### config.mk
export PLATFORM = sky130hd
export DESIGN_NAME = alu_mulshift_sequencer
export DESIGN_NICKNAME = d
export VERILOG_FILES = /design/src/rtl/alu_mulshift_sequencer_pkg.sv /design/src/rtl/alu_mulshift_sequencer_regs.sv /design/src/rtl/alu_mulshift_sequencer.sv
export SDC_FILE = /design/constraint.sdc
export NUM_CORES = 1
export LEC_CHECK = 0
export BUFFER_PORTS_ARGS = -buffer_cell sky130_fd_sc_hd__buf_2
export CELL_PAD_IN_SITES_DETAIL_PLACEMENT = 0
export CELL_PAD_IN_SITES_GLOBAL_PLACEMENT = 2
export CORE_MARGIN = 3
export CORE_UTILIZATION = 30
export CTS_BUF_LIST = sky130_fd_sc_hd__clkbuf_8
export CTS_CLUSTER_DIAMETER = 80
export DETAILED_ROUTE_END_ITERATION = 10
export PLACE_DENSITY = 0.85
export SETUP_SLACK_MARGIN = 0.15
export SYNTH_ARGS = -nofsm -noshare
export SYNTH_HDL_FRONTEND = slang
export SYNTH_SLANG_ARGS = --single-unit
### constraint.sdc
create_clock -name CLOCK -period 3.2 [get_ports CLOCK]
set_input_delay 0 -clock CLOCK [delete_from_list [all_inputs] [get_ports CLOCK]]
set_output_delay 0 -clock CLOCK [all_outputs]
set_load 0.02 [all_outputs]
### src/rtl/alu_mulshift_sequencer_pkg.sv
`default_nettype none
// ============================================================================
//  Package     : cpu_defs
//  Description : Shared CPU encodings used by the ALU and the multi-cycle
//                multiply/shift sequencer: ALU SELECT codes, sequencer
//                opcodes and sequencer state encoding.
//  Revision    : 1.0  initial release
// ============================================================================
package cpu_defs;

    // ALU SELECT codes
    localparam logic [2:0] c_ALU_FWD = 3'b000;
    localparam logic [2:0] c_ALU_ADD = 3'b001;
    localparam logic [2:0] c_ALU_AND = 3'b010;
    localparam logic [2:0] c_ALU_OR  = 3'b011;

    // Sequencer opcodes
    localparam logic [1:0] c_OP_MUL = 2'b00;
    localparam logic [1:0] c_OP_SLL = 2'b01;
    localparam logic [1:0] c_OP_SRL = 2'b10;
    localparam logic [1:0] c_OP_SRA = 2'b11;

    // Sequencer state encoding
    localparam logic [1:0] c_ST_IDLE = 2'd0;
    localparam logic [1:0] c_ST_RUN  = 2'd1;
    localparam logic [1:0] c_ST_FIN  = 2'd2;

    // MUL and SLL iterate through the shared ALU adder; right shifts do not.
    function automatic logic uses_alu(input logic [1:0] op);
        return (op == c_OP_MUL) || (op == c_OP_SLL);
    endfunction

endpackage
`default_nettype wire

### src/rtl/alu_mulshift_sequencer_regs.sv
`default_nettype none
// ============================================================================
//  Module      : mulshift_regs
//  Description : Working registers of the multiply/shift sequencer
//                (ACC, MCAND, MPLIER, VAL, CNT) with their load and
//                per-iteration update logic.
//  Ports       : clk, rst_n        clock, async active-low reset
//                load, step        load operands / perform one iteration
//                op                opcode (incoming on load, latched on step)
//                operand1/2        operands captured on load
//                alu_result        shared ALU output, captured on MUL/SLL step
//                acc..cnt          register contents
//                val_shr           VAL shifted right by one (SRL/SRA fill)
//  Revision    : 1.0  initial release
// ============================================================================
module mulshift_regs
    import cpu_defs::*;
#(
    parameter int DATA_WIDTH = 8
) (
    input  logic                  clk,
    input  logic                  rst_n,
    input  logic                  load,
    input  logic                  step,
    input  logic [1:0]            op,
    input  logic [DATA_WIDTH-1:0] operand1,
    input  logic [DATA_WIDTH-1:0] operand2,
    input  logic [DATA_WIDTH-1:0] alu_result,
    output logic [DATA_WIDTH-1:0] acc,
    output logic [DATA_WIDTH-1:0] mcand,
    output logic [DATA_WIDTH-1:0] mplier,
    output logic [DATA_WIDTH-1:0] val,
    output logic [2:0]            cnt,
    output logic [DATA_WIDTH-1:0] val_shr
);

    // SRA replicates the sign bit, SRL fills with zero.
    assign val_shr = {(op == c_OP_SRA) ? val[DATA_WIDTH-1] : 1'b0, val[DATA_WIDTH-1:1]};

    always_ff @(posedge clk or negedge rst_n) begin
        if (!rst_n) begin
            acc    <= '0;
            mcand  <= '0;
            mplier <= '0;
            val    <= '0;
            cnt    <= 3'd0;
        end else if (load) begin
            if (op == c_OP_MUL) begin
                acc    <= '0;
                mcand  <= operand1;
                mplier <= operand2;
            end else begin
                val <= operand1;
                cnt <= operand2[2:0];
            end
        end else if (step) begin
            case (op)
                c_OP_MUL: begin
                    acc    <= alu_result;
                    mcand  <= mcand << 1;
                    mplier <= mplier >> 1;
                end
                c_OP_SLL: begin
                    val <= alu_result;
                    cnt <= cnt - 3'd1;
                end
                default: begin
                    val <= val_shr;
                    cnt <= cnt - 3'd1;
                end
            endcase
        end
    end

endmodule
`default_nettype wire

### src/rtl/alu_mulshift_sequencer.sv
`default_nettype none
// ============================================================================
//  Module      : alu_mulshift_sequencer
//  Description : Multi-cycle sequencer running 8-bit MUL (low byte), SLL,
//                SRL and SRA. MUL/SLL borrow the shared ALU adder one
//                iteration per cycle; SRL/SRA shift internally. Stalls the
//                PC through BUSYWAIT while an op is issued or running.
//  Ports       : CLOCK, RESET      clock, async active-low reset
//                START, OPCODE     one-cycle request and op select
//                OPERAND1/2        operands (OPERAND2[2:0] = shift amount)
//                BUSYWAIT, DONE    stall and completion pulse
//                RESULT            result, held after DONE
//                ALU_OWN           ALU mux select (1 = sequencer drives ALU)
//                ALU_DATA1/2, ALU_SELECT, ALU_RESULT  shared ALU interface
//  Revision    : 1.0  initial release
// ============================================================================
module alu_mulshift_sequencer
    import cpu_defs::*;
#(
    parameter int         DATA_WIDTH  = 8,
    parameter logic [2:0] ALU_SEL_FWD = 3'b000,
    parameter logic [2:0] ALU_SEL_ADD = 3'b001
) (
    input  logic                  CLOCK,
    input  logic                  RESET,
    input  logic                  START,
    input  logic [1:0]            OPCODE,
    input  logic [DATA_WIDTH-1:0] OPERAND1,
    input  logic [DATA_WIDTH-1:0] OPERAND2,
    output logic                  BUSYWAIT,
    output logic                  DONE,
    output logic [DATA_WIDTH-1:0] RESULT,
    output logic                  ALU_OWN,
    output logic [DATA_WIDTH-1:0] ALU_DATA1,
    output logic [DATA_WIDTH-1:0] ALU_DATA2,
    output logic [2:0]            ALU_SELECT,
    input  logic [DATA_WIDTH-1:0] ALU_RESULT
);

    logic [1:0]            r_state;
    logic [1:0]            w_next_state;
    logic [1:0]            r_op;
    logic [DATA_WIDTH-1:0] r_result;

    logic                  w_accept;
    logic                  w_zero_iter;
    logic                  w_run;
    logic                  w_last;
    logic [1:0]            w_regs_op;
    logic [DATA_WIDTH-1:0] w_acc;
    logic [DATA_WIDTH-1:0] w_mcand;
    logic [DATA_WIDTH-1:0] w_mplier;
    logic [DATA_WIDTH-1:0] w_val;
    logic [2:0]            w_cnt;
    logic [DATA_WIDTH-1:0] w_val_shr;

    // A request is taken in IDLE and in FIN (back-to-back); START in RUN is ignored.
    assign w_accept    = START && (r_state != c_ST_RUN);
    assign w_zero_iter = (OPCODE == c_OP_MUL) ? (OPERAND2 == '0) : (OPERAND2[2:0] == 3'd0);
    assign w_run       = (r_state == c_ST_RUN);
    // MUL ends once the multiplier has no set bits left after this step's shift.
    assign w_last      = (r_op == c_OP_MUL) ? (w_mplier[DATA_WIDTH-1:1] == '0) : (w_cnt == 3'd1);
    assign w_regs_op   = w_accept ? OPCODE : r_op;

    mulshift_regs #(
        .DATA_WIDTH (DATA_WIDTH)
    ) u_regs (
        .clk        (CLOCK),
        .rst_n      (RESET),
        .load       (w_accept),
        .step       (w_run),
        .op         (w_regs_op),
        .operand1   (OPERAND1),
        .operand2   (OPERAND2),
        .alu_result (ALU_RESULT),
        .acc        (w_acc),
        .mcand      (w_mcand),
        .mplier     (w_mplier),
        .val        (w_val),
        .cnt        (w_cnt),
        .val_shr    (w_val_shr)
    );

    // State register
    always_ff @(posedge CLOCK or negedge RESET) begin
        if (!RESET) begin
            r_state <= c_ST_IDLE;
        end else begin
            r_state <= w_next_state;
        end
    end

    // Next-state logic
    always_comb begin
        w_next_state = r_state;
        case (r_state)
            c_ST_IDLE, c_ST_FIN: begin
                if (START) begin
                    w_next_state = w_zero_iter ? c_ST_FIN : c_ST_RUN;
                end else begin
                    w_next_state = c_ST_IDLE;
                end
            end
            c_ST_RUN: begin
                if (w_last) begin
                    w_next_state = c_ST_FIN;
                end
            end
            default: w_next_state = c_ST_IDLE;
        endcase
    end

    // Latched opcode and result; RESULT only moves on entry to FIN.
    always_ff @(posedge CLOCK or negedge RESET) begin
        if (!RESET) begin
            r_op     <= c_OP_MUL;
            r_result <= '0;
        end else begin
            if (w_accept) begin
                r_op <= OPCODE;
                if (w_zero_iter) begin
                    r_result <= (OPCODE == c_OP_MUL) ? '0 : OPERAND1;
                end
            end else if (w_run && w_last) begin
                r_result <= uses_alu(r_op) ? ALU_RESULT : w_val_shr;
            end
        end
    end

    assign RESULT = r_result;

    // Output logic: handshake and ALU mux
    always_comb begin
        BUSYWAIT   = w_run ? 1'b1 : START;
        DONE       = (r_state == c_ST_FIN);
        ALU_OWN    = w_run && uses_alu(r_op);
        ALU_DATA1  = '0;
        ALU_DATA2  = '0;
        ALU_SELECT = ALU_SEL_FWD;
        if (ALU_OWN) begin
            ALU_SELECT = ALU_SEL_ADD;
            if (r_op == c_OP_MUL) begin
                ALU_DATA1 = w_acc;
                ALU_DATA2 = w_mplier[0] ? w_mcand : '0;
            end else begin
                // SLL by one is VAL + VAL.
                ALU_DATA1 = w_val;
                ALU_DATA2 = w_val;
            end
        end
    end

endmodule
`default_nettype wire

# Word-level counts from Yosys, hierarchy flattened
# Index checks and enable logic that the tools add are counted.
# op_classes
add_sub_neg,1
mux,40
reduce_logical,17
n_bitwise,1
n_eq_ne,9
# ops
operator,count
$mux 8,25
$pmux 8 s2,1
$mux 3,4
$logic_not 2->1,4
$logic_not 8->1,1
$mux 2,4
$logic_not 7->1,1
$eq 2x1->1 const B,3
$reduce_and 2->1,3
$mux 1,5
$eq 2x2->1 const B,2
$ne 2x1->1 const B,2
$pmux 2 s2,1
$reduce_bool 2->1,2
$eq 3x1->1 const B,1
$logic_and 1x1->1,3
$logic_not 3->1,1
$sub 3x1->3 const B,1
$ne 2x2->1 const B,1
$reduce_or 2->1,1
$logic_or 1x1->1,1
$not 1->1,1
# word_totals
word_cells,76
regBits,47
out_inout_bits,30
input_bits,29

# Depth between registers and ports, before layout
# Gate-level depths: netlist (run 1).
# depth
ltp_word,8
depth_mapped,8
ltp_nobuf,6

# Modules after synthesis
# From an unflattened synthesis (run 1), not the netlist that was laid out.
# unflattened
cells_unflattened,296
area_unflattened_um2,2975.4
# modules_own_cells
module,cells_per_inst,instances,seq_area_each_um2,area_each_um2
mulshift_regs,170,1,875.8,2000.7
alu_mulshift_sequencer,126,1,300.3,974.7

# Worst setup path before layout (run 1)
# No wires, ideal clock.
# synth_timing
path_type,register to output
startpoint,register r_state[0]
endpoint,output port ALU_SELECT[0]
t_arrival_ns,1.755
t_required_ns,3.200
n_path_buf,5
slack_ns,1.445
stages_incl_launch_ff,9
cell_sequence,dfrtp_1 > nand2b_1 > buf_2 > buf_2 > nand2b_1 > clkbuf_1 > clkbuf_1 > inv_1 > buf_4
# synth_via
elab_chain_len,3
# synth_lines
item,line_no,rtl
"start, declared",alu_mulshift_sequencer.sv:40,logic [1:0] r_state;
"start signal, assigned",alu_mulshift_sequencer.sv:87,r_state <= c_ST_IDLE;
"start signal, assigned",alu_mulshift_sequencer.sv:89,r_state <= w_next_state;
$eq 2x1->1,alu_mulshift_sequencer.sv:60,assign w_run = (r_state == c_ST_RUN);
$logic_and 1x1->1,alu_mulshift_sequencer.sv:136,ALU_OWN = w_run && uses_alu(r_op);
named net ALU_OWN,alu_mulshift_sequencer.sv:33,"output logic ALU_OWN,"
$mux 1,alu_mulshift_sequencer.sv:140,if (ALU_OWN) begin
"end, declared",alu_mulshift_sequencer.sv:36,"output logic [2:0] ALU_SELECT,"
# The timed path passes the listed nets, and every way through them passes these cells.

# Worst setup path after layout (run 1)
# layout_timing
startpoint,register r_state[0]
endpoint,register u_regs.cnt[0]
# layout_via
elab_chain_len,6
word_cells_on_any_way,9
cone_classes,eq/ne (2); mux (2); bitwise (1); reduce/logical (4)
# layout_lines
item,line_no,rtl
$ne 2x1->1,alu_mulshift_sequencer.sv:58,assign w_accept = START && (r_state != c_ST_RUN);
$logic_and 1x1->1,alu_mulshift_sequencer.sv:58,
$mux 2,--,
$logic_not 2->1,"alu_mulshift_sequencer_regs.sv:48, alu_mulshift_sequencer_regs.sv:57",
$not 1->1 (no line),--,
$reduce_and 2->1 (no line),--,
"end signal, assigned",alu_mulshift_sequencer_regs.sv:54,cnt <= operand2[2:0];
"end signal, assigned",alu_mulshift_sequencer_regs.sv:65,cnt <= cnt - 3'd1;
"end signal, assigned",alu_mulshift_sequencer_regs.sv:69,cnt <= cnt - 3'd1;
"end, declared",alu_mulshift_sequencer_regs.sv:33,"output logic [2:0] cnt,"
# Parallel ways exist; a longest one is shown, timed or not.
# A chain may end at the register's enable or synchronous reset.

==> results of run 1 <==
cell type report:
| class | count | share of cell area (%) |
|---|---|---|
| timing repair buffer | 75 | 14.4 |
| clock inverter | 2 | 0.392 |
| clock buffer | 6 | 2.59 |
| sequential | 47 | 36.8 |
| multi-input combinational | 222 | 41.2 |
| inverter | 4 | 0.470 |
| tap | 105 | 4.11 |
placed cells by master (no fill, tap or decap), drive strengths merged:
master,n
a21o,3
a21oi,25
a22o,8
a31oi,1
and2,3
and3,2
buf,60
clkbuf,6
clkinv,1
conb,2
dfrtp,47
dlygate4sd3,15
ha,2
inv,5
mux2,8
mux2i,24
nand2,70
nand2b,4
nand3,8
nand3b,2
nor2,6
nor2b,3
nor3,2
nor3b,1
nor4,1
o211ai,9
o21ai,32
o22ai,1
o31ai,2
or2,2
or4,1
sequential cells by signal, indices dropped and copies added (netlist names):
signal         count
u_regs.cnt         3
u_regs.acc         8
RESULT             8
u_regs.mplier      8
r_op               2
u_regs.val         8
u_regs.mcand       8
r_state            2
worst max-delay path by stage:
| stage | to | slack [ns] | cells after the start |
|---|---|---|---|
| after floorplan | ALU_SELECT[0] | 1.44 | 8 |
| after global placement | RESULT[0]$_DFFE_PN0P_ | 1.03 | 6 |
| after detailed placement | u_regs.cnt[0]$_DFFE_PN0P_ | 1.02 | 5 |
| after CTS | u_regs.cnt[0]$_DFFE_PN0P_ | 0.99 | 5 |
| after global routing | u_regs.cnt[0]$_DFFE_PN0P_ | 0.78 | 5 |
| final | u_regs.cnt[0]$_DFFE_PN0P_ | 1.0 | 5 |
repair_timing:
action,in CTS,in global routing
resized for setup,0,0
hold buffers,15,0
endpoints found under the setup margin,0,0
endpoints found under the hold margin,61,0
stage by stage:
step                setup WS [ns]  cell area (um2)
finish                      0.995             3190
global route                0.777             3190
CTS                         0.990             3190
detailed placement           1.02             2950
global placement             1.03             2950
floorplan                    1.44             2620
synth_stat cells (2+ instances only):
library cell	count	area (um2)
a21oi_1	22	110
and3_1	2	12.5
o211ai_1	9	67.6
mux2i_1	24	240
dfrtp_1	47	1180
inv_1	4	15.0
nor2b_1	3	18.8
nand3_1	8	40.0
nand3b_1	2	15.0
and2_1	3	18.8
a21o_1	3	22.5
clkbuf_1	11	41.3
mux2_2	8	90.1
nor3_1	2	10.0
nor2_1	5	18.8
or2_2	2	12.5
nand2_1	70	263
a22o_1	8	70.1
nand2b_1	4	25.0
a21oi_2	2	17.5
o21ai_0	30	150
ha_1	2	25.0
buf_2	8	40.0
o31ai_1	2	15.0
buf_4	3	22.5
o21ai_1	2	10.0
power groups by stage:
stage / combinational, W / sequential [W] / clock [W]
2_1_floorplan: 0.00122 / 0.00108 / 0
4_1_cts: 0.00167 / 0.00109 / 0.000393
6_report: 0.00165 / 0.00109 / 0.000379
3_3_place_gp: 0.00163 / 0.00110 / 0
3_5_place_dp: 0.00165 / 0.00110 / 0
5_1_grt: 0.00185 / 0.00113 / 0.000414
critical path: stages, from the launching register on:
cell	delay [ns]
dfrtp_1	0.41
nand2b_1	0.42
and2_1	0.68
a21oi_2	0.27
o21ai_0	0.21
o21ai_0	0.10
metal layers:
metal	GRT usage [%]	wire length, um	vias to the layer above
met2	21.7	3250	66
met3	2.38	366	10
met5	0	0	-
li1	-	-	1142
met4	4.94	104	0
met1	23.4	3660	1081
kinds of logic after synthesis:
logic type,after synthesis
fa+ha+maj,2
compound gates,81
other cells,1
flops,47
buf+inv,27
mux,32
simple gates,105
==> summary.md, run 1 <==
| Metric | Value |
|---|---|
| Synth Area in Adders | less than 1% |
| Register share of total power | about a third |
| CTS tree | built |
| Final min period | 2.20 ns |
| Post-synthesis mux area share | about an eighth |
| Worst Max-Slew Pin Slew | between 1 and 1.5 ns |
| LEAKAGE | ~1.6 nW |
| FILL cells | around 870 |
| GP Congestion | roughly 0.80 |
| Layout area overhead | 22.3% |
| R2r setup slk | around 1.0 ns |
| Total CTS buffers | 5 |
| Kind of critical path | reg -> reg |
| Primary FF master, synth | dfrtp_1 |
| Final Routed Wirelength | 7380 um |
| WHS Endpoint | r_state[0]$_DFFE_PN0P_ |
| Post-DP HPWL | roughly 5300 um |
| Clock buffer depth | 2 |
| Crit start category | register |
| Seq/Total Area, Yosys | between 40 and 50% |
| EDFF count, synth | 0 |
| Input/output buffers | 56 |
| CP max FO | 23 |
| Storage cell area | between 1000 and 1500 um2 |
| Pint | 0.00169 W |
| Clock Power Share | ~12% |
| Drt first pass iters | 4 |
| Peak VDD IR | between 0.3 and 0.4 mV |
| Crit end category | register |
| Hold Path Class | in -> reg |
| Initial Utilization | 31.3% |
| Cell count after synthesis | between 200 and 300 |
| First-pass GRT wire length | between 10,000 and 15,000 um |
| Synth warn | 0 |
| Cells on worst reg2reg path | 5 |
| Clock latency on the worst-skew pair | 0.30 ns |
| Root buffer cell | clkbuf_8 |
| Initial antenna violation count | 0 |
| Max cap viols | 0 |
| Io pins | 59 |
| RSZ-0062 raised after global routing | false |
| Syn_area_per_cell | around 9 um2 |
| Netlist Area Pre-Place | about 2600 um2 |
| Area of the multi-input gates | ~1300 um2 |
| # nets final | about 390 |
| Worst hold path depth | 3 |
| Fin crit share | between 60% and 70% |
| Largest net degree at the start of global routing | 48 |
| FMAX | between 400 and 500 MHz |
| Vias per cell | roughly 5.0 |
| Xor/xnor share of the synthesized area | 0% |
| Sw Pwr | approximately 0.0014 W |
| Total power | roughly 0.0031 W |
| CORE AREA | between 8000 and 9000 um2 |
| Post-Synth Simple-Gate Area | between 10% and 20% |
| Combinational share of power | 52.9% |
| HP Start | START |
| WHS | 0.00519 ns |
| Final std cells w/o fill | around 460 |
| Req. time, crit path | 3.38 ns |
| Clock skew | 0.00920 ns |
| DR WL/cell | 16.0 um |
| Total global routing overflow | 0 |
| Status | complete, no violations |
| Post-route DRC | 0 |
| Die W | 99.3 um |
| Initial DRC count | 153 |
| Routed Antenna Nets | 0 |
| Crit. Startpoint | r_state[0]$_DFFE_PN0P_ |
| Final setup viols | 0 |
| Number of setup buffers added after CTS | 0 |
| Slew HR | a little over a quarter |
| Flop and latch count out of synthesis | 47 |
| Die H | ~99 um |
| Placed instance count | 438 |
| Final core occ | between 30% and 40% |
| Post-synthesis cell type count | 35 |
| Compound-Gate Fraction of Synth Area | about a fifth |
| Pwr Density | 979 nW/um2 |
| Row Count | 33 |
| Die area | 9860 um2 |
| Clk sink count | between 40 and 50 |
| Overall Global Routing Usage | around 15% |
| Final Hold Viols | 0 |
| Number of global-route vias before repair | approximately 2,300 |
| Via Count | about 2,300 |
| Final max-slew violation count | 0 |
| Setup_tns | 0 ns |
| Antenna Cells | 0 |
| Async S/R FF share, synth | 100% |
| Switching fraction of total power | roughly 46% |
| Worst R2R End | u_regs.cnt[0]$_DFFE_PN0P_ |
| CTS H-tree lvls | 2 |
| Worst Path Arrival | roughly 2.4 ns |
| RR Startpoint | r_state[0]$_DFFE_PN0P_ |
| Largest family of logic cells by synthesized area | compound AO/OA/AOI/OAI gates |
| Fraction of layout cells with a size suffix above 1 | 22.8% |
| Clock-pin slew on the worst setup and hold paths | approximately 0.080 ns |
(Power assumes the default switching activity.)
==> run 2, diff against run 1 <==
--- a/config.mk
+++ b/config.mk
@@ -5,6 +5,7 @@
 export SDC_FILE = /design/constraint.sdc
 export NUM_CORES = 1
 export LEC_CHECK = 0
+export ABC_AREA = 1
 export BUFFER_PORTS_ARGS = -buffer_cell sky130_fd_sc_hd__buf_2
 export CELL_PAD_IN_SITES_DETAIL_PLACEMENT = 0
 export CELL_PAD_IN_SITES_GLOBAL_PLACEMENT = 2
@@ -13,7 +14,7 @@
 export CTS_BUF_LIST = sky130_fd_sc_hd__clkbuf_8
 export CTS_CLUSTER_DIAMETER = 80
 export DETAILED_ROUTE_END_ITERATION = 10
-export PLACE_DENSITY = 0.85
+export PLACE_DENSITY = 0.9
 export SETUP_SLACK_MARGIN = 0.15
 export SYNTH_ARGS = -nofsm -noshare
 export SYNTH_HDL_FRONTEND = slang
==> constraint.sdc (replaced) <==
create_clock -name CLOCK -period 2.2 [get_ports CLOCK]
set_input_delay 0 -clock CLOCK [delete_from_list [all_inputs] [get_ports CLOCK]]
set_output_delay 0 -clock CLOCK [all_outputs]
set_load 0.02 [all_outputs]
==> summary.md, run 2 <==
| Metric | Value |
|---|---|
| Overall Global Routing Usage | 16.8% (was 15.2%) |
| Placement-stage cell area | 3220 um2 (was 2950 um2) |
| Top cells by area, synth | dfrtp_1 (42%), nand2_1 (19%), nand3_1 (5.3%) (was dfrtp_1 (45%), nand2_1 (10%), mux2i_1 (9.2%)) |
| Vias per cell | 4.92 (was 4.99) |
| First-pass GRT wire length | 13,800 um (was 11,900 um) |
| Pwr Density | 1420 nW/um2 (was 979 nW/um2) |
| Netlist Area Pre-Place | 2830 um2 (was 2610 um2) |
| Input/output buffers | 56 (unchanged) |
| Yosys top cell by area | dfrtp_1 (unchanged) |
| CTS tree | built (unchanged) |
| WHS Endpoint | u_regs.mplier[3]$_DFFE_PN0P_ (was r_state[0]$_DFFE_PN0P_) |
| Worst Path Arrival | 1.91 ns (was 2.38 ns) |
| Kind of critical path | reg -> out (was reg -> reg) |
| EDFF count, synth | 0 (unchanged) |
| RSZ-0062 raised after global routing | false (unchanged) |
| Clock latency on the worst-skew pair | 0.31 ns (was 0.30 ns) |
| Die area | 10,600 um2 (was 9860 um2) |
| Final Routed Wirelength | 8520 um (was 7380 um) |
| # nets final | 497 (was 386) |
| Flop and latch count out of synthesis | 47 (unchanged) |
| Clock-pin slew on the worst setup and hold paths | 0.08 ns (about the same) |
| Io pins | 59 (unchanged) |
| Row Count | 34 (was 33) |
| Most frequent cells in the layout | nand2_1 (146), buf_2 (56), dfrtp_1 (47) (was nand2_1 (70), buf_2 (56), dfrtp_1 (47)) |
| Post-layout instance area | 3370 um2 (was 3190 um2) |
| Post-synthesis cell type count | 29 (was 35) |
| Post-synth top area share | 41.6% (was 45.0%) |
| Worst hold path depth | 3 (unchanged) |
| Root buffer cell | clkbuf_8 (unchanged) |
| Initial antenna violation count | 0 (unchanged) |
| Clk sink count | 47 (unchanged) |
| Total CTS buffers | 5 (unchanged) |
| Status | complete, no violations (unchanged) |
| Final Hold Viols | 0 (unchanged) |
| RR Startpoint | r_state[1]$_DFFE_PN0P_ (was r_state[0]$_DFFE_PN0P_) |
| Final setup viols | 0 (unchanged) |
| Layout area overhead | 19.3% (was 22.3%) |
| Final min period | 1.91 ns |
| Largest net degree at the start of global routing | 33 (was 48) |
| Drt first pass iters | 5 (was 4) |
| Cells on worst reg2reg path | 10 (was 5) |
| Fin crit share | between 80% and 90% |
| Seq/Total Area, Yosys | 41.6% (was 45.0%) |
| Syn_area_per_cell | 7.02 um2 (was 8.85 um2) |
| Synth warn | 0 (unchanged) |
| GP Congestion | 0.839 (was 0.805) |
| Fraction of layout cells with a size suffix above 1 | 22.5% (was 22.8%) |
| Hold Path Class | in -> reg (unchanged) |
| Peak VDD IR | 0.589 mV (was 0.318 mV) |
| CTS H-tree lvls | 2 (unchanged) |
| Post-route DRC | 0 (unchanged) |
| WHS | 0.00583 ns (was 0.00519 ns) |
| Initial DRC count | 226 (was 153) |
| Total global routing overflow | 0 (unchanged) |
| HP Start | OPERAND2[3] (was START) |
| Antenna Cells | 0 (unchanged) |
| Max cap viols | 0 (unchanged) |
| Die H | 103 um (was 99.3 um) |
| Post-DP HPWL | 6540 um (was 5290 um) |
| Crit start category | register (unchanged) |
| CP max FO | 16 (was 23) |
| LEAKAGE | 1.88 nW (was 1.58 nW) |
| Setup_tns | 0 ns (unchanged) |
| Synth top cells by count | nand2_1 (146), dfrtp_1 (47), inv_1 (39) (was nand2_1 (70), dfrtp_1 (47), o21ai_0 (30)) |
| Count leader, synth | nand2_1 (unchanged) |
| Number of global-route vias before repair | 2,664 (was 2,267) |
| Via Count | 2,829 (was 2,299) |
| # resized after CTS | 0 (unchanged) |
| Primary FF master, synth | dfrtp_1 (unchanged) |
| Clock buffer depth | 2 (unchanged) |
| Async S/R FF share, synth | 100% (unchanged) |
| CORE AREA | 8930 um2 (was 8340 um2) |
| DR WL/cell | 14.8 um (was 16.0 um) |
| Clock skew | 0.0145 ns (was 0.00920 ns) |
| Initial Utilization | 31.7% (was 31.3%) |
| R2r setup slk | 0.38 ns (was 1.0 ns) |
| Cell count after synthesis | 403 (was 295) |
| Req. time, crit path | 2.20 ns (was 3.38 ns) |
| FMAX | approximately 520 MHz |
| Crit end category | output port (was register) |
| Final max-slew violation count | 0 (unchanged) |
| Commonest non-fill, non-tap cell in the layout | nand2_1 (unchanged) |
| Die W | 103 um (was 99.3 um) |
| Routed Antenna Nets | 0 (unchanged) |
| Worst R2R End | u_regs.mplier[1]$_DFFE_PN0P_ (was u_regs.cnt[0]$_DFFE_PN0P_) |
[run 2: how the worst max path moves through the flow]
stage | start | endpoint | slack, ns
final | r_state[1]$_DFFE_PN0P_ | ALU_DATA2[2] | 0.29
after global routing | r_state[1]$_DFFE_PN0P_ | ALU_DATA2[6] | 0.17
after CTS | r_state[1]$_DFFE_PN0P_ | ALU_DATA1[2] | 0.26
after detailed placement | r_state[1]$_DFFE_PN0P_ | u_regs.mplier[1]$_DFFE_PN0P_ | 0.40
after global placement | r_state[1]$_DFFE_PN0P_ | u_regs.mplier[1]$_DFFE_PN0P_ | 0.45
after floorplan | r_state[1]$_DFFE_PN0P_ | ALU_DATA1[4] | 0.54
[run 2: stage by stage]
stage / std cells / power (W) / util, % / worst slack, ns
global route: 575 / 0.00524 / 37.8 / 0.168
floorplan: 404 / 0.00342 / - / 0.537
global placement: 563 / 0.00411 / 36.0 / 0.450
CTS: 575 / 0.00482 / 37.8 / 0.263
detailed placement: 563 / 0.00413 / 36.0 / 0.402
finish: 575 / 0.00480 / 37.8 / 0.291
[run 2: final cells by class]
type | instances | area, um2
Fill cell | 972 | 5560
Multi-Input combinational cell | 296 | 1380
Sequential cell | 47 | 1180
Timing Repair Buffer | 69 | 388
Inverter | 47 | 181
Tap cell | 108 | 135
Clock buffer | 6 | 82.6
Clock inverter | 2 | 35.0
[run 2: kinds of logic (layout without fill, tap and decap cells)]
kind of cell               after synthesis  after routing  share of synthesized area (%)
AOI/OAI and AO/OA                       71             71                           13.7
other                                    1              2                          0.133
buffers and inverters                   61            124                           9.91
and+or+nand+nor                        220            220                           33.5
DFF                                     47             47                           41.6
muxes                                    1              1                          0.354
adders and majority gates                2              2                          0.885
[run 2: power breakdown]
| part | switching [W] | internal, W | leakage, nW |
|---|---|---|---|
| combinational | 0.00177 | 0.000838 | 1.24 |
| sequential | 0.000284 | 0.00124 | 0.584 |
| clock | 0.000301 | 0.000368 | 0.0612 |
| total | 0.00235 | 0.00245 | 1.88 |
[run 2: repair_timing]
item	in CTS	in global routing
setup buffers	0	0
hold buffers	4	0
hold endpoints to repair	15	0
[run 2: metal layers]
layer  share of wire [%]  up-vias  track usage, %
met5                   0        -               0
met4                 1.7        0            4.38
met3                 6.1       11            3.04
met2                  43       90            25.2
met1                  49     1331            24.9
li1                    -     1397               -
[run 2: worst max-delay path: stages (launching register included)]
cell     delay [ns]
dfrtp_1        0.38
inv_1          0.11
nand2_4        0.09
nor2_1         0.30
inv_1          0.32
a21oi_1        0.21
buf_2          0.19
==> run 3, diff against run 2 <==
--- a/config.mk
+++ b/config.mk
@@ -7,14 +7,15 @@
 export LEC_CHECK = 0
 export ABC_AREA = 1
 export BUFFER_PORTS_ARGS = -buffer_cell sky130_fd_sc_hd__buf_2
-export CELL_PAD_IN_SITES_DETAIL_PLACEMENT = 0
-export CELL_PAD_IN_SITES_GLOBAL_PLACEMENT = 2
+export CELL_PAD_IN_SITES_DETAIL_PLACEMENT = 1
+export CELL_PAD_IN_SITES_GLOBAL_PLACEMENT = 1
 export CORE_MARGIN = 3
 export CORE_UTILIZATION = 30
 export CTS_BUF_LIST = sky130_fd_sc_hd__clkbuf_8
 export CTS_CLUSTER_DIAMETER = 80
 export DETAILED_ROUTE_END_ITERATION = 10
-export PLACE_DENSITY = 0.9
+export HOLD_SLACK_MARGIN = 0.03
+export PLACE_DENSITY = 0.74
 export SETUP_SLACK_MARGIN = 0.15
 export SYNTH_ARGS = -nofsm -noshare
 export SYNTH_HDL_FRONTEND = slang
==> summary.md, run 3 (same netlist as run 2, synthesis figures left out) <==
| Metric | Value |
|---|---|
| # nets final | 503 (was 497) |
| CP max FO | 6 (was 16) |
| Antenna Cells | 0 (unchanged) |
| GP Congestion | 0.900 (was 0.839) |
| Via Count | 2,864 (was 2,829) |
| Kind of critical path | reg -> out (unchanged) |
| Layout area overhead | 21.0% (was 19.3%) |
| Req. time, crit path | 2.20 ns (about the same) |
| CTS H-tree lvls | 2 (unchanged) |
| LEAKAGE | 1.89 nW (was 1.88 nW) |
| FMAX | 517 MHz (was 524 MHz) |
| Clock buffer depth | 2 (unchanged) |
| Hold Path Class | in -> reg (unchanged) |
| Die H | 103 um (unchanged) |
| Commonest non-fill, non-tap cell in the layout | nand2_1 (unchanged) |
| Met1 usage | 24.4% (was 24.9%) |
| Final min period | 1.93 ns (was 1.91 ns) |
| Clock skew | 0.00748 ns (was 0.0145 ns) |
| WHS | 0.0372 ns (was 0.00583 ns) |
| Max cap viols | 0 (unchanged) |
| Number of global-route vias before repair | 2,963 (was 2,664) |
| Final Hold Viols | 0 (unchanged) |
| DR WL/cell | 15.7 um (was 14.8 um) |
| Row Count | 34 (unchanged) |
| Total CTS buffers | 5 (unchanged) |
| Drt first pass iters | 4 (was 5) |
| Initial Utilization | 31.7% (unchanged) |
| Fraction of layout cells with a size suffix above 1 | 21.9% (was 22.5%) |
| Root buffer cell | clkbuf_8 (unchanged) |
| Most frequent cells in the layout | nand2_1 (145), buf_2 (56), dfrtp_1 (46) (was nand2_1 (146), buf_2 (56), dfrtp_1 (47)) |
| Status | complete, no violations (unchanged) |
| Routing usage on met3 | 2.64% (was 3.04%) |
| Clk sink count | 47 (unchanged) |
| Input/output buffers | 56 (unchanged) |
| Io pins | 59 (unchanged) |
| Clock latency on the worst-skew pair | 0.31 ns (about the same) |
| GR peak layer | met2 (unchanged) |
| CTS tree | built (unchanged) |
| Total global routing overflow | 0 (unchanged) |
| CORE AREA | 8930 um2 (unchanged) |
| Met2 usage | 29.7% (was 25.2%) |
| RSZ-0062 raised after global routing | false (unchanged) |
| Clock-pin slew on the worst setup and hold paths | 0.09 ns (was 0.08 ns) |
| Initial DRC count | 129 (was 226) |
| Largest net degree at the start of global routing | 48 (was 33) |
| Setup_tns | 0 ns (unchanged) |
| Overall Global Routing Usage | 18.0% (was 16.8%) |
| Die area | 10,600 um2 (unchanged) |
| Final setup viols | 0 (unchanged) |
| Final max-slew violation count | 0 (unchanged) |
| Final Routed Wirelength | 9080 um (was 8520 um) |
| Total power | 0.00470 W (was 0.00480 W) |
| Peak VDD IR | 0.367 mV (was 0.589 mV) |
| Pwr Density | 1370 nW/um2 (was 1420 nW/um2) |
| Vias per cell | 4.95 (was 4.92) |
| Fin crit share | 87.8% (was 86.8%) |
| Routed Antenna Nets | 0 (unchanged) |
| Initial antenna violation count | 0 (unchanged) |
| Post-DP HPWL | 6740 um (was 6540 um) |
| Crit start category | register (unchanged) |
| First-pass GRT wire length | 14,900 um (was 13,800 um) |
| Worst Path Arrival | 1.93 ns (was 1.91 ns) |
| Post-route DRC | 0 (unchanged) |
| Crit end category | output port (unchanged) |
| Die W | 103 um (unchanged) |
[run 3: power breakdown]
group | switching [W] | total, W | internal, W
sequential | 0.000303 | 0.00155 | 0.00124
clock | 0.000293 | 0.000502 | 0.000208
combinational | 0.00181 | 0.00265 | 0.000844
[run 3: final cells by class]
class	instances	area, um2
clock buffer	5	68.8
clock inverter	1	3.75
fill	1172	5510
inverter	47	185
multi-input combinational	296	1390
sequential	47	1180
tap	108	135
timing repair buffer	75	465
[run 3: worst paths after layout]
check                                             from                           end  slack [ns]  cells past startpoint
max in group asynchronous                        RESET             r_op[1]$_DFF_PN0_        1.74                      3
worst min-delay path                       OPERAND2[4]  u_regs.mplier[4]$_DFFE_PN0P_        0.04                      3
min in group asynchronous                        RESET  u_regs.mplier[5]$_DFFE_PN0P_        0.19                      3
worst min register to register   RESULT[2]$_DFFE_PN0P_         RESULT[2]$_DFFE_PN0P_        0.47                      2
worst max register to register  r_state[1]$_DFFE_PN0P_  u_regs.mplier[0]$_DFFE_PN0P_        0.35                     10
worst max-delay path            r_state[1]$_DFFE_PN0P_                  ALU_DATA2[7]        0.27                      7
[run 3: routing by layer]
layer | share of wire [%] | wire (um)
met1 | 47 | 4300
met2 | 47 | 4310
met3 | 3.6 | 326
met4 | 1.6 | 145
met5 | 0 | 0
[run 3: critical path: stages (launching register included)]
cell	delay (ns)
dfrtp_1	0.40
inv_1	0.11
nand2_4	0.09
nor2_1	0.29
clkinvlp_4	0.18
buf_4	0.18
a21oi_1	0.16
buf_2	0.19
[run 3: stage by stage]
stage                     instance area [um2]  utilization [%]  instances  worst slack (ns)
after CTS                                3390             38.0        577             0.169
final                                    3420             38.3        579             0.268
after detailed placement                 3200             35.8        559             0.262
after global routing                     3420             38.3        579             0.156
after floorplan                          2830                -        404             0.537
after global placement                   3200             35.8        559             0.390
[run 3: repair_timing]
item                                   in CTS  in global routing
setup buffers                               0                  2
gates resized for setup                     0                  4
endpoints found under the hold margin      58                  0
setup endpoints to repair                   0                 23
hold buffers                               12                  0
